$ cat config.mk
export PLATFORM = sky130hd
export DESIGN_NAME = uart_rx
export DESIGN_NICKNAME = d
export VERILOG_FILES = /design/src/rtl/uart_rx.sv
export SDC_FILE = /design/constraint.sdc
export NUM_CORES = 1
export LEC_CHECK = 0
export CAP_MARGIN = 20
export CORE_ASPECT_RATIO = 0.75
export CORE_MARGIN = 4
export CORE_UTILIZATION = 64
export DETAILED_ROUTE_END_ITERATION = 10
export GPL_TIMING_DRIVEN = 0
export PLACE_DENSITY_LB_ADDON = 0.1
export SETUP_SLACK_MARGIN = 0.2
export SYNTH_ARGS = -nofsm -noshare
export SYNTH_HDL_FRONTEND = slang
export SYNTH_SLANG_ARGS = --single-unit
$ cat constraint.sdc
create_clock -name clk_i -period 8.5 [get_ports clk_i]
set_clock_uncertainty 0.1 [all_clocks]
set_input_delay 1.275 -clock clk_i [delete_from_list [all_inputs] [get_ports clk_i]]
set_output_delay 1.275 -clock clk_i [all_outputs]
set_load 0.01 [all_outputs]
$ cat src/rtl/uart_rx.sv
// -----------------------------------------------------------------------------
// uart_rx -- 8N1 UART receiver with a small receive FIFO.
//
// The asynchronous rx pin is brought into the clk_i domain via a two-flop
// synchroniser. A bit-rate counter places the start-bit check at half a bit
// period and every later sample at mid-bit. Received bytes go into a FIFO that
// is drained through a valid/ready handshake.
//
// Ports
//   clk_i        in   clock
//   reset_n_i    in   asynchronous active-low reset
//   uart_rx_i    in   serial input, idle high, asynchronous to clk_i
//   data_o       out  [7:0] FIFO head byte, meaningful while valid_o=1
//   valid_o      out  FIFO not empty
//   ready_i      in   consumer pop, taken when valid_o && ready_i
//   level_o      out  [log2(FIFO_DEPTH):0] FIFO occupancy
//   frame_err_o  out  one-cycle pulse: stop bit sampled low
//   overrun_o    out  sticky: a byte was dropped because the FIFO was full
//   clr_i        in   synchronous clear of overrun_o
// -----------------------------------------------------------------------------
module uart_rx #(
    parameter int unsigned BAUDRATE_DIV = 434,
    parameter int unsigned FIFO_DEPTH   = 4
) (
    input  logic                         clk_i,
    input  logic                         reset_n_i,
    input  logic                         uart_rx_i,
    output logic [7:0]                   data_o,
    output logic                         valid_o,
    input  logic                         ready_i,
    output logic [$clog2(FIFO_DEPTH):0]  level_o,
    output logic                         frame_err_o,
    output logic                         overrun_o,
    input  logic                         clr_i
);

    localparam int unsigned CNT_W = $clog2(BAUDRATE_DIV + 1);
    localparam int unsigned PTR_W = $clog2(FIFO_DEPTH);
    localparam int unsigned LVL_W = PTR_W + 1;

    localparam logic [CNT_W-1:0] BR_FULL = CNT_W'(BAUDRATE_DIV);
    localparam logic [CNT_W-1:0] BR_HALF = CNT_W'(BAUDRATE_DIV / 2);
    localparam logic [LVL_W-1:0] LVL_MAX = LVL_W'(FIFO_DEPTH);

    typedef enum logic [2:0] {
        ST_IDLE  = 3'd0,
        ST_START = 3'd1,
        ST_DATA  = 3'd2,
        ST_STOP  = 3'd3,
        ST_BREAK = 3'd4
    } state_t;

    logic [1:0]       sync_q, sync_d;
    logic             rx_s;
    state_t           state_q, state_d;
    logic [CNT_W-1:0] br_cnt_q, br_cnt_d;
    logic [2:0]       bit_cnt_q, bit_cnt_d;
    logic [7:0]       shift_q, shift_d;
    logic             frame_err_q, frame_err_d;
    logic             push_s;

    logic [7:0]       mem_q [FIFO_DEPTH];
    logic [7:0]       mem_d [FIFO_DEPTH];
    logic [PTR_W-1:0] wr_ptr_q, wr_ptr_d;
    logic [PTR_W-1:0] rd_ptr_q, rd_ptr_d;
    logic [LVL_W-1:0] level_q, level_d;
    logic             valid_q, valid_d;
    logic [7:0]       data_q, data_d;
    logic             overrun_q, overrun_d;
    logic             full_s, pop_s, wr_en_s, drop_s;

    // Synchroniser: shift the raw pin through two flops; rx_s is the only
    // version of the line the receiver ever looks at.
    always_comb begin
        sync_d = {sync_q[0], uart_rx_i};
    end

    assign rx_s = sync_q[1];

    // Receive FSM: next state, bit-rate counter, data shifter, push/error strobes.
    always_comb begin
        state_d     = state_q;
        br_cnt_d    = (br_cnt_q == BR_FULL) ? {CNT_W{1'b0}} : br_cnt_q + CNT_W'(1);
        bit_cnt_d   = bit_cnt_q;
        shift_d     = shift_q;
        push_s      = 1'b0;
        frame_err_d = 1'b0;

        case (state_q)
            ST_IDLE: begin
                if (!rx_s) begin
                    state_d = ST_START;
                end else begin
                    state_d = ST_IDLE;
                end
            end
            ST_START: begin
                // A start bit still low at half-bit is real; otherwise it was a glitch.
                if (br_cnt_q == BR_HALF) begin
                    if (!rx_s) begin
                        state_d   = ST_DATA;
                        bit_cnt_d = 3'd0;
                    end else begin
                        state_d = ST_IDLE;
                    end
                end else begin
                    state_d = ST_START;
                end
            end
            ST_DATA: begin
                if (br_cnt_q == BR_FULL) begin
                    shift_d   = {rx_s, shift_q[7:1]};
                    bit_cnt_d = bit_cnt_q + 3'd1;
                    if (bit_cnt_q == 3'd7) begin
                        state_d = ST_STOP;
                    end else begin
                        state_d = ST_DATA;
                    end
                end else begin
                    state_d = ST_DATA;
                end
            end
            ST_STOP: begin
                if (br_cnt_q == BR_FULL) begin
                    if (rx_s) begin
                        push_s  = 1'b1;
                        state_d = ST_IDLE;
                    end else begin
                        frame_err_d = 1'b1;
                        state_d     = ST_BREAK;
                    end
                end else begin
                    state_d = ST_STOP;
                end
            end
            ST_BREAK: begin
                // Stay here while the line is held low so it cannot retrigger a frame.
                if (rx_s) begin
                    state_d = ST_IDLE;
                end else begin
                    state_d = ST_BREAK;
                end
            end
            default: begin
                state_d = ST_IDLE;
            end
        endcase

        // Every state change restarts the bit-rate counter.
        if (state_d != state_q) begin
            br_cnt_d = {CNT_W{1'b0}};
        end else begin
            br_cnt_d = br_cnt_d;
        end
    end

    // FIFO bookkeeping: push/pop arbitration, pointers, occupancy, overrun, head.
    always_comb begin
        full_s  = (level_q == LVL_MAX);
        pop_s   = ready_i && (level_q != {LVL_W{1'b0}});
        // A push into a full FIFO is still accepted when a pop frees a slot on the same edge.
        wr_en_s = push_s && (!full_s || pop_s);
        drop_s  = push_s && full_s && !pop_s;

        mem_d = mem_q;
        if (wr_en_s) begin
            mem_d[wr_ptr_q] = shift_q;
            wr_ptr_d        = wr_ptr_q + PTR_W'(1);
        end else begin
            wr_ptr_d = wr_ptr_q;
        end

        if (pop_s) begin
            rd_ptr_d = rd_ptr_q + PTR_W'(1);
        end else begin
            rd_ptr_d = rd_ptr_q;
        end

        case ({wr_en_s, pop_s})
            2'b10:   level_d = level_q + LVL_W'(1);
            2'b01:   level_d = level_q - LVL_W'(1);
            default: level_d = level_q;
        endcase

        // A new drop wins over a coincident clear.
        if (drop_s) begin
            overrun_d = 1'b1;
        end else if (clr_i) begin
            overrun_d = 1'b0;
        end else begin
            overrun_d = overrun_q;
        end

        valid_d = (level_d != {LVL_W{1'b0}});
        // Head is taken from the post-update array so a write into an empty
        // FIFO appears on data_o on the same edge as valid_o.
        data_d  = mem_d[rd_ptr_d];
    end

    // State register for synchroniser, FSM, shifter and FIFO.
    always_ff @(posedge clk_i or negedge reset_n_i) begin
        if (!reset_n_i) begin
            sync_q      <= 2'b11;
            state_q     <= ST_IDLE;
            br_cnt_q    <= {CNT_W{1'b0}};
            bit_cnt_q   <= 3'd0;
            shift_q     <= 8'h00;
            frame_err_q <= 1'b0;
            mem_q       <= '{default: 8'h00};
            wr_ptr_q    <= {PTR_W{1'b0}};
            rd_ptr_q    <= {PTR_W{1'b0}};
            level_q     <= {LVL_W{1'b0}};
            valid_q     <= 1'b0;
            data_q      <= 8'h00;
            overrun_q   <= 1'b0;
        end else begin
            sync_q      <= sync_d;
            state_q     <= state_d;
            br_cnt_q    <= br_cnt_d;
            bit_cnt_q   <= bit_cnt_d;
            shift_q     <= shift_d;
            frame_err_q <= frame_err_d;
            mem_q       <= mem_d;
            wr_ptr_q    <= wr_ptr_d;
            rd_ptr_q    <= rd_ptr_d;
            level_q     <= level_d;
            valid_q     <= valid_d;
            data_q      <= data_d;
            overrun_q   <= overrun_d;
        end
    end

    assign data_o      = data_q;
    assign valid_o     = valid_q;
    assign level_o     = level_q;
    assign frame_err_o = frame_err_q;
    assign overrun_o   = overrun_q;

endmodule

; Word-level counts from Yosys, hierarchy flattened
; Index checks and enable logic that the tools add are counted.
[word_totals]
reg_bits = 75
latchBits = 0
ram_bits = 0
mem_bits_ro = 0
input_bits = 5
out_inout_bits = 14
memories = 0
[classes]
add_sub_neg = 6
n_mul = 0
n_div = 0
n_lt_le_gt_ge = 3
eq_ne = 14
shifts = 0
n_mux = 31
bitwise = 2
reduce_logical = 15
[op_table]
columns = cell, count
row1 = bitwise mux 32 bit, 1
row2 = 2-to-1 mux 32 bit, 1
row3 = 2-to-1 mux 8 bit, 3
row4 = 2-to-1 mux 3 bit, 7
row5 = 2-to-1 mux 9 bit, 2
row6 = binary-select mux 8 bit (select 2 bit), 1
row7 = demux 8 bit (select 2 bit), 1
row8 = case mux 3 bit (5 select lines), 1
row9 = case mux 3 bit (2 select lines), 2
row10 = 2-to-1 mux 1 bit, 10
row11 = adder 9 x 1 -> 9 bit (second input constant), 1
row12 = == test 3 bit (second input constant), 3
row13 = == test 9 x 8 -> 1 bit (second input constant), 1
row14 = == test 9 bit (second input constant), 1
row15 = adder 3 x 1 -> 3 bit (second input constant), 2
row16 = == test 3 x 2 -> 1 bit (second input constant), 2
row17 = >= comparator 3 bit (second input constant), 2
row18 = inequality test 2 bit (second input constant), 3
row19 = NOT 2 -> 3 bit, 2
row20 = nonzero test 3 bit, 2
row21 = logical AND 1 bit, 5
row22 = adder 2 x 1 -> 2 bit (second input constant), 2
row23 = 2-to-1 mux 2 bit, 2
row24 = AND reduction 4 bit, 1
row25 = 11 further kinds, 13

; Longest topological paths before layout
; Gate-level depths: netlist of run 1.
[logic_depth]
depth_word = 10
depth_mapped = 12
ltp_nobuf = 12

; Worst setup path before layout of run 1
; OpenSTA, ideal clock, no wires.
[synth_path]
kind = input port to flip-flop
startpoint = input ready_i
endpoint = register valid_q, in the netlist valid_o
arrival_time_ns = 3.230
t_required_ns = 8.269
setup_slack_ns = 5.039
stages = 10
n_path_buf = 0
cell_sequence = nor4b_1 > nor4_4 > inv_2 > ha_1 > inv_1 > fa_1 > xor2_1 > nor2_1 > xor2_1 > or3_1
[synth_via]
elab_chain_cells = 6
word_cells_on_any_way = 7
[synth_lines]
columns = element, line
row1 = start: declaration, 30  ; input logic ready_i,
row2 = logical AND 1 bit *, 160  ; pop_s = ready_i && (level_q != {LVL_W{1'b0}});
row3 = logical OR 1 bit, 162  ; wr_en_s = push_s && (!full_s || pop_s);
row4 = logical AND 1 bit, 162
row5 = == test 2 x 1 -> 1 bit / == test 2 bit (equally long branches), 179  ; case ({wr_en_s, pop_s})
row6 = case mux 3 bit (2 select lines) *, 179
row7 = named net level_d[2], 66  ; logic [LVL_W-1:0] level_q, level_d;
row8 = nonzero test 3 bit *, 194  ; valid_d = (level_d != {LVL_W{1'b0}});
row9 = named net valid_d, 67  ; logic valid_q, valid_d;
row10 = end signal: assignment, 227  ; valid_q <= valid_d;
row11 = end: declaration, 67
; The timed path passes the listed nets; every way through them passes the cells marked *.
; A chain may end at the register's enable or synchronous reset.

; Worst setup path after layout of run 1
; Ends and elaborated chain as after synthesis.

==> flow_metrics.tcl, run 1 <==
set metrics [dict create \
    numCtsBuffers 9 \
    holdBufCountCts 0 \
    status "finished, final reports clean" \
    use_met3 0.0557 \
    r2r_slack_ns 5.46 \
    cp_data_required_time_ns 8.63 \
    cp.arrival_ns 4.00 \
    place_hpwl_um 4810 \
    postCtsSetupRepairBufs 0 \
    overflow 0 \
    vias_per_cell 5.92 \
    dpl_cell_area_mm2 0.00385 \
    grt.busiest_layer "met1" \
    dieArea_mm2 0.00687 \
    clockBufferDepth 2 \
    rows 23 \
    ys_seq_elements 75 \
    setup_viol 0 \
    clock-sinks 75 \
    final_area_mm2 0.00405 \
    drc 0 \
    area_growth_pct 13.0 \
    vias 2558 \
    powerDensity_mw_per_mm2 261 \
    final_common_cell "dfrtp_1" \
    wl_per_cell_um 16.4 \
    cts_tree "yes" \
    grt_max_degree 76 \
    multiInputGateArea_mm2 0.00159 \
    tightest_slew_ns 0.930 \
    yosysUniqueCellTypes 42 \
    p_total_mw 1.06 \
    maxSlewViolCount 0 \
    p_seq_frac 0.388 \
    synth_seq_area_share 0.525 \
    dr.pass1.iters 5 \
    nets 368 \
    tns_ns 0 \
    netSwitchingFraction 0.341 \
    endpoint_kind "register" \
    drive_gt1_frac 0.207 \
    clkPwrFrac 0.253 \
    period_share 0.456 \
    pin_count 19 \
    grt_pass1_vias 2474 \
    synthCells 323 \
    ctsResizeCount 0 \
    diodes 0 \
    antenna_found_initial 0 \
    syn-cell-area_mm2 0.00358 \
    die_y_um 72.8 \
    finalCriticalPeriod_ns 3.88 \
    final_core_util 0.752 \
    final-seq-area_mm2 0.00188 \
    whs_ns 0.260 \
    use_met1 0.340 \
    yosysWarnings 0 \
    p_switching_mw 0.360 \
    maxSlewHeadroom 0.380 \
    layout_common_cells "dfrtp_1, nor2_1, mux2_2" \
    p_comb_frac 0.359 \
    portBuffers 18 \
    min_path_type "reg2reg" \
    crit_path_start_kind "input port" \
    synth_nets 339 \
    rsz0062_at_grt "no" \
    finalHoldViolCount 0 \
    ir_drop_uv 133 \
    postRouteAntennaNets 0 \
    n_fill_cell 359 \
    crit_type "in2reg" \
    syn_area_per_cell_um2 11.1 \
    grt_util_all_layers 0.232 \
    cap_viol_max_count 0 \
    p_int_mw 0.697 \
    worstPathMaxFanout 8 \
    p_leak_nw 1.93 \
    h-tree-depth 3 \
    start_util 0.666 \
    root_buffer "clkbuf_8" \
    grt_pass1_wl_um 12100 \
    drtIter0Drc 192 \
    clkSlewWorstSetupHoldPaths_ns 0.08 \
    coreArea_mm2 0.00538 \
    gp_congestion 0.824 \
    max_freq_mhz 258 \
    wl_um 7090 \
    clkLatencyLatePin_ns 0.34 \
    use_met2 0.334 \
    die_w_um 94.4 \
]
-- layout make-up --
cell class              instances  share of cell area
multi-input cells             220               0.392
inverters                      15              0.0139
repair buffers                 18              0.0439
clock inverters                 5              0.0130
plain buffers                  13              0.0148
well taps                      75              0.0232
flip-flops and latches         75               0.464
clock buffers                  11              0.0349
-- kinds of logic (layout without fill, tap and decap cells) --
family	count (synthesis)	after routing	share of synthesized area
AOI/OAI and AO/OA	56	56	0.115
xor gates and xnor gates	13	13	0.0391
adders and majority gates	11	11	0.0405
buffers and inverters	28	62	0.0325
DFF	75	75	0.525
muxes	34	34	0.110
and+or+nand+nor	106	106	0.138
-- stage by stage --
stage / std cells / setup slack (ns)
floorplan: 323 / 5.04
global placement: 416 / 3.59
detailed placement: 416 / 4.24
CTS: 432 / 4.61
global route: 432 / 4.45
finish: 432 / 4.62
-- flip-flops by register name, summed over array words and instances, names as in the netlist --
name         flops
valid_o          1
data_o           8
rd_ptr_q         2
sync_q           2
state_q          3
frame_err_o      1
mem_q           32
shift_q          8
br_cnt_q         9
overrun_o        1
wr_ptr_q         2
bit_cnt_q        3
level_o          3
-- metal layers --
layer | wire [µm] | vias up
met1 | 3380 | 1265
met5 | 0 | -
met4 | 89 | 0
met3 | 479 | 12
li1 | - | 1179
met2 | 3140 | 102
-- path summary, 6_finish.rpt --
kind | from | to | cells past startpoint
min reg2reg | sync_q[0]$_DFF_PN1_ | sync_q[1]$_DFF_PN1_ | 0
max reg2reg | sync_q[1]$_DFF_PN1_ | valid_o$_DFF_PN0_ | 11
min | sync_q[0]$_DFF_PN1_ | sync_q[1]$_DFF_PN1_ | 0
max | ready_i | valid_o$_DFF_PN0_ | 11
min in group asynchronous | reset_n_i | valid_o$_DFF_PN0_ | 1
max in group asynchronous | reset_n_i | shift_q[7]$_DFFE_PN0P_ | 1
-- cells in the mapped netlist (all sizes together) --
cell,n,area [µm²]
a21o,7,52.6
a21oi,8,47.6
a221o,12,120
a221oi,2,17.5
a22o,2,17.5
a22oi,1,7.51
and3,1,6.26
buf,9,45.0
clkbuf,4,15.0
dfrtp,73,1830
dfstp,2,52.6
fa,1,20.0
ha,10,125
inv,15,56.3
mux2,32,360
mux2i,1,10.0
mux4,1,22.5
nand2,35,141
nand2b,1,6.26
nand3,7,35.0
nand4,1,6.26
nand4b,4,41.3
nand4bb,2,22.5
nor2,51,191
nor4,1,21.3
nor4b,1,8.76
o21ai,11,55.1
o221a,1,11.3
o22ai,9,56.3
o2bb2ai,1,8.76
o311a,1,10.0
o31a,1,8.76
or3,1,6.26
or3b,1,8.76
xnor2,7,80.1
xor2,6,60.1
-- power by group through the flow --
| stage | Sequential (mW) | Clock [mW] | Combinational (mW) |
|---|---|---|---|
| after global routing | 0.412 | 0.291 | 0.417 |
| after detailed placement | 0.416 | 0 | 0.373 |
| final | 0.409 | 0.267 | 0.380 |
| after CTS | 0.409 | 0.275 | 0.375 |
| after global placement | 0.414 | 0 | 0.362 |
| after floorplan | 0.425 | 0 | 0.242 |
-- worst max-delay path, cell delays in order --
cell and delay [ns]:
clkdlybuf4s50_1 0.42, nor4b_1 0.71, nor4_4 0.18, inv_2 0.14
ha_1 0.19, inv_1 0.06, fa_1 0.37, xor2_1 0.14
nor2_1 0.06, xor2_1 0.15, or3_1 0.30
Power figures use the tool's default switching activity.
==> inputs of run 2 (changes only) <==
--- a/config.mk
+++ b/config.mk
@@ -8,7 +8,7 @@
 export CAP_MARGIN = 20
 export CORE_ASPECT_RATIO = 0.75
 export CORE_MARGIN = 4
-export CORE_UTILIZATION = 64
+export CORE_UTILIZATION = 59
 export DETAILED_ROUTE_END_ITERATION = 10
 export GPL_TIMING_DRIVEN = 0
 export PLACE_DENSITY_LB_ADDON = 0.1
==> constraint.sdc (replaced) <==
create_clock -name clk_i -period 3.6 [get_ports clk_i]
set_clock_uncertainty 0.1 [all_clocks]
set_input_delay 0.54 -clock clk_i [delete_from_list [all_inputs] [get_ports clk_i]]
set_output_delay 0.54 -clock clk_i [all_outputs]
set_load 0.01 [all_outputs]
==> flow_metrics.tcl, run 2 (synthesized netlist as in run 1, its figures left out) <==
set metrics [dict create \
    antenna_found_initial 0 \
    drive_gt1_frac 0.207 \
    wl_per_cell_um 16.5 \
    crit_type "in2reg" \
    setup_viol 0 \
    ir_drop_uv 344 \
    drtIter0Drc 150 \
    vias_per_cell 5.64 \
    max_freq_mhz 318 \
    rsz0062_at_grt "no" \
    layout_common_cells "dfrtp_1, nor2_1, mux2_2" \
    maxSlewViolCount 0 \
    cp_data_required_time_ns 3.73 \
    maxSlewHeadroom 0.458 \
    grt_pass1_vias 2476 \
    postCtsSetupRepairBufs 0 \
    use_met2 0.329 \
    numCtsBuffers 9 \
    grt_max_degree 43 \
    place_hpwl_um 5070 \
    nets 369 \
    whs_ns 0.0370 \
    portBuffers 18 \
    tightest_slew_ns 0.802 \
    die_y_um 75.5 \
    clkSlewWorstSetupHoldPaths_ns 0.07 \
    die_w_um 98.0 \
    final_common_cell "dfrtp_1" \
    reg.largest.list "mem_q x32, br_cnt_q x9" \
    dr.pass1.iters 5 \
    largest_reg_flops 32 \
    use_met1 0.309 \
    root_buffer "clkbuf_8" \
    grt_util_all_layers 0.216 \
    clock-sinks 75 \
    grt.busiest_layer "met2" \
    clkLatencyLatePin_ns 0.35 \
    pin_count 19 \
    diodes 0 \
    n_fill_cell 464 \
    p_leak_nw 1.94 \
    endpoint_kind "register" \
    final_area_mm2 0.00406 \
    area_growth_pct 13.4 \
    finalCriticalPeriod_ns 3.14 \
    h-tree-depth 3 \
    crit_path_start_kind "input port" \
    start_util 0.612 \
    drc 0 \
    min_path_type "in2async" \
    dieArea_mm2 0.00740 \
    gp_congestion 0.819 \
    cts_tree "yes" \
    period_share 0.872 \
    clockBufferDepth 2 \
    overflow 0 \
    ctsResizeCount 0 \
    use_met3 0.0604 \
    holdBufCountCts 0 \
    finalHoldViolCount 0 \
    worstPathMaxFanout 8 \
    grt_pass1_wl_um 12300 \
    cap_viol_max_count 0 \
    cp.arrival_ns 3.27 \
    rows 24 \
    top_register "mem_q" \
    coreArea_mm2 0.00586 \
    powerDensity_mw_per_mm2 609 \
    dpl_cell_area_mm2 0.00388 \
    wl_um 7200 \
    vias 2461 \
    postRouteAntennaNets 0 \
    status "finished, final reports clean" \
]
run 2: final cells by class:
cell class	instances	area, µm²	area share
clock inverter	5	53.8	0.0132
multi-input combinational	220	1590	0.391
clock buffer	11	131	0.0323
sequential	75	1880	0.463
buffer	13	60.1	0.0148
inverter	15	56.3	0.0139
timing repair buffer	19	198	0.0487
tap	78	97.6	0.0240
run 2: worst paths after layout:
kind | start | to | slack [ns] | depth (start not counted)
max in group asynchronous | reset_n_i | sync_q[1]$_DFF_PN1_ | 2.72 | 2
setup / recovery | ready_i | valid_o$_DFF_PN0_ | 0.46 | 11
min in group clk_i | sync_q[0]$_DFF_PN1_ | sync_q[1]$_DFF_PN1_ | 0.26 | 0
hold reg to reg | sync_q[0]$_DFF_PN1_ | sync_q[1]$_DFF_PN1_ | 0.26 | 0
setup reg to reg | sync_q[1]$_DFF_PN1_ | valid_o$_DFF_PN0_ | 0.56 | 11
hold / removal | reset_n_i | valid_o$_DFF_PN0_ | 0.04 | 1
run 2: power by group:
group	switching (mW)	internal (mW)
Clock	0.306	0.318
Sequential	0.0454	0.918
Combinational	0.495	0.393
Total	0.846	1.63
run 2: critical path, cell delays in order:
cell             delay [ns]
clkdlybuf4s50_1        0.43
nor4b_1                0.68
nor4_4                 0.18
inv_2                  0.14
ha_1                   0.19
inv_1                  0.06
fa_1                   0.37
xor2_1                 0.15
nor2_1                 0.07
xor2_1                 0.14
or3_1                  0.30
run 2: through the flow:
| step | cells | setup slack, ns | setup TNS [ns] | power, mW | util |
|---|---|---|---|---|---|
| after global routing | 436 | 0.294 | 0 | 2.63 | 0.694 |
| after global placement | 419 | -0.669 | -48.57 | 1.84 | 0.659 |
| final | 436 | 0.459 | 0 | 2.48 | 0.694 |
| after detailed placement | 420 | 0.124 | 0 | 1.87 | 0.662 |
| after floorplan | 323 | 0.874 | 0 | 1.58 | - |
| after CTS | 436 | 0.476 | 0 | 2.49 | 0.694 |
run 2: per-layer routing:
metal | share of wire | wire length (µm)
met5 | 0 | 0
met4 | 0.012 | 88
met3 | 0.057 | 412
met2 | 0.43 | 3120
met1 | 0.50 | 3580
==> inputs of run 3 (changes only) <==
--- a/config.mk
+++ b/config.mk
@@ -8,7 +8,7 @@
 export CAP_MARGIN = 20
 export CORE_ASPECT_RATIO = 0.75
 export CORE_MARGIN = 4
-export CORE_UTILIZATION = 59
+export CORE_UTILIZATION = 54
 export DETAILED_ROUTE_END_ITERATION = 10
 export GPL_TIMING_DRIVEN = 0
 export PLACE_DENSITY_LB_ADDON = 0.1
==> constraint.sdc (replaced) <==
create_clock -name clk_i -period 2.65 [get_ports clk_i]
set_clock_uncertainty 0.1 [all_clocks]
set_input_delay 0.3975 -clock clk_i [delete_from_list [all_inputs] [get_ports clk_i]]
set_output_delay 0.3975 -clock clk_i [all_outputs]
set_load 0.01 [all_outputs]
==> flow_metrics.tcl, run 3 (synthesized netlist as in run 1, its figures left out) <==
set metrics [dict create \
    powerDensity_mw_per_mm2 830 \
    grt_pass1_wl_um 12100 \
    maxSlewViolCount 0 \
    setup_slack_ns 0.180 \
    finalHoldViolCount 0 \
    endpoint_kind "register" \
    pin_count 19 \
    rows 25 \
    die_y_um 78.5 \
    crit_type "reg2reg" \
    dieArea_mm2 0.00801 \
    antenna_found_initial 0 \
    grt_max_degree 60 \
    final_core_util 0.671 \
    dp_worst_setup_slack_ns -0.765 \
    cp.arrival_ns 2.58 \
    largest_reg_flops 32 \
    clkSlewWorstSetupHoldPaths_ns 0.07 \
    whs_ns 0.257 \
    rr_endpoint "valid_o$_DFF_PN0_" \
    grt_util_all_layers 0.197 \
    vias_per_cell 5.55 \
    rr_startpoint "sync_q[1]$_DFF_PN1_" \
    dr.pass1.iters 4 \
    tightest_slew_ns 0.436 \
    coreArea_mm2 0.00638 \
    diodes 0 \
    cts_tree "yes" \
    h-tree-depth 3 \
    p_total_mw 3.55 \
    maxSlewHeadroom 0.709 \
    clockBufferDepth 2 \
    area_growth_pct 19.5 \
    cap_viol_max_count 0 \
    rsz0062_at_grt "yes" \
    wl_per_cell_um 16.0 \
    min_path_type "reg2reg" \
    grt_pass1_vias 2399 \
    wl_um 7250 \
    hp-start "sync_q[0]$_DFF_PN1_" \
    dpl_cell_area_mm2 0.00391 \
    final-seq-area_mm2 0.00188 \
    vias 2516 \
    nets 383 \
    die_w_um 102 \
    ff2ff_path_depth 11 \
    crit_path_start_kind "register" \
    period_share 0.932 \
    final_area_mm2 0.00428 \
    crit_start "sync_q[1]$_DFF_PN1_" \
    reg.largest.list "mem_q x32, br_cnt_q x9" \
    worstPathMaxFanout 6 \
    cp_data_required_time_ns 2.76 \
    drive_gt1_frac 0.272 \
    gp_congestion 0.834 \
    max_freq_mhz 405 \
    status "finished, final reports clean" \
    finalCriticalPeriod_ns 2.47 \
    p_leak_nw 2.04 \
    final_common_cell "dfrtp_1" \
    clock-sinks 75 \
    multiInputGateArea_mm2 0.00165 \
    postRouteAntennaNets 0 \
    clkLatencyLatePin_ns 0.34 \
    ir_drop_uv 394 \
    root_buffer "clkbuf_8" \
    layout_common_cells "dfrtp_1, nor2_1, mux2_2" \
    top_register "mem_q" \
    place_hpwl_um 4870 \
    start_util 0.561 \
    setup_viol 0 \
    drtIter0Drc 119 \
    overflow 0 \
    r2r_slack_ns 0.18 \
    n_fill_cell 502 \
    crit_end "valid_o$_DFF_PN0_" \
    numCtsBuffers 9 \
    portBuffers 18 \
    drc 0 \
]
## run 3: how the worst min path moves through the flow
stage | endpoint | slack (ns) | cells after the start
finish | sync_q[1]$_DFF_PN1_ | 0.26 | 0
global route | sync_q[1]$_DFF_PN1_ | 0.27 | 0
CTS | sync_q[1]$_DFF_PN1_ | 0.26 | 0
detailed placement | br_cnt_q[7]$_DFF_PN0_ | 0.19 | 1
global placement | sync_q[1]$_DFF_PN1_ | 0.25 | 0
floorplan | bit_cnt_q[0]$_DFFE_PN0P_ | 0.002 | 0
## run 3: final cells by class
| type | instances | area share |
|---|---|---|
| flip-flops and latches | 75 | 0.439 |
| inverters | 15 | 0.0137 |
| multi-input cells | 220 | 0.385 |
| well taps | 81 | 0.0237 |
| repair buffers | 33 | 0.0728 |
| clock inverters | 6 | 0.0149 |
| clock buffers | 10 | 0.0322 |
| plain buffers | 13 | 0.0184 |
## run 3: routing by layer
layer	share of wire	wire length, µm	track usage	vias up
li1	-	-	-	1221
met1	0.51	3700	0.313	1249
met2	0.44	3190	0.268	44
met3	0.047	341	0.0533	2
met4	0.0034	25	0.0433	0
met5	0	0	0	-
## run 3: critical path, cell delays in order (launching register included)
cell and delay [ns]:
dfstp_2 0.54, buf_8 0.10, nand4b_1 0.14, nor4_4 0.32, inv_2 0.09, ha_4 0.17, inv_2 0.05, fa_2 0.20
xor2_2 0.13, nor2_1 0.07, xor2_1 0.14, or3_1 0.30
## run 3: through the flow
step                std cells  setup TNS [ns]
floorplan                 323         -0.0508
global placement          422         -117.61
detailed placement        423           -7.76
CTS                       448               0
global route              453               0
finish                    453               0
## run 3: what timing repair did
item / CTS / global route
buffers inserted: 8 / 5
hold buffers: 1 / 0
hold endpoints to repair: 14 / 0
pin swaps: 4 / 8
setup endpoints to repair: 38 / 20
gates resized for setup: 7 / 14
## run 3: power by group
part / leakage [nW] / switching (mW) / internal (mW)
combinational: 0.940 / 0.718 / 0.640
clock: 0.0987 / 0.416 / 0.460
sequential: 1.00 / 0.0700 / 1.25
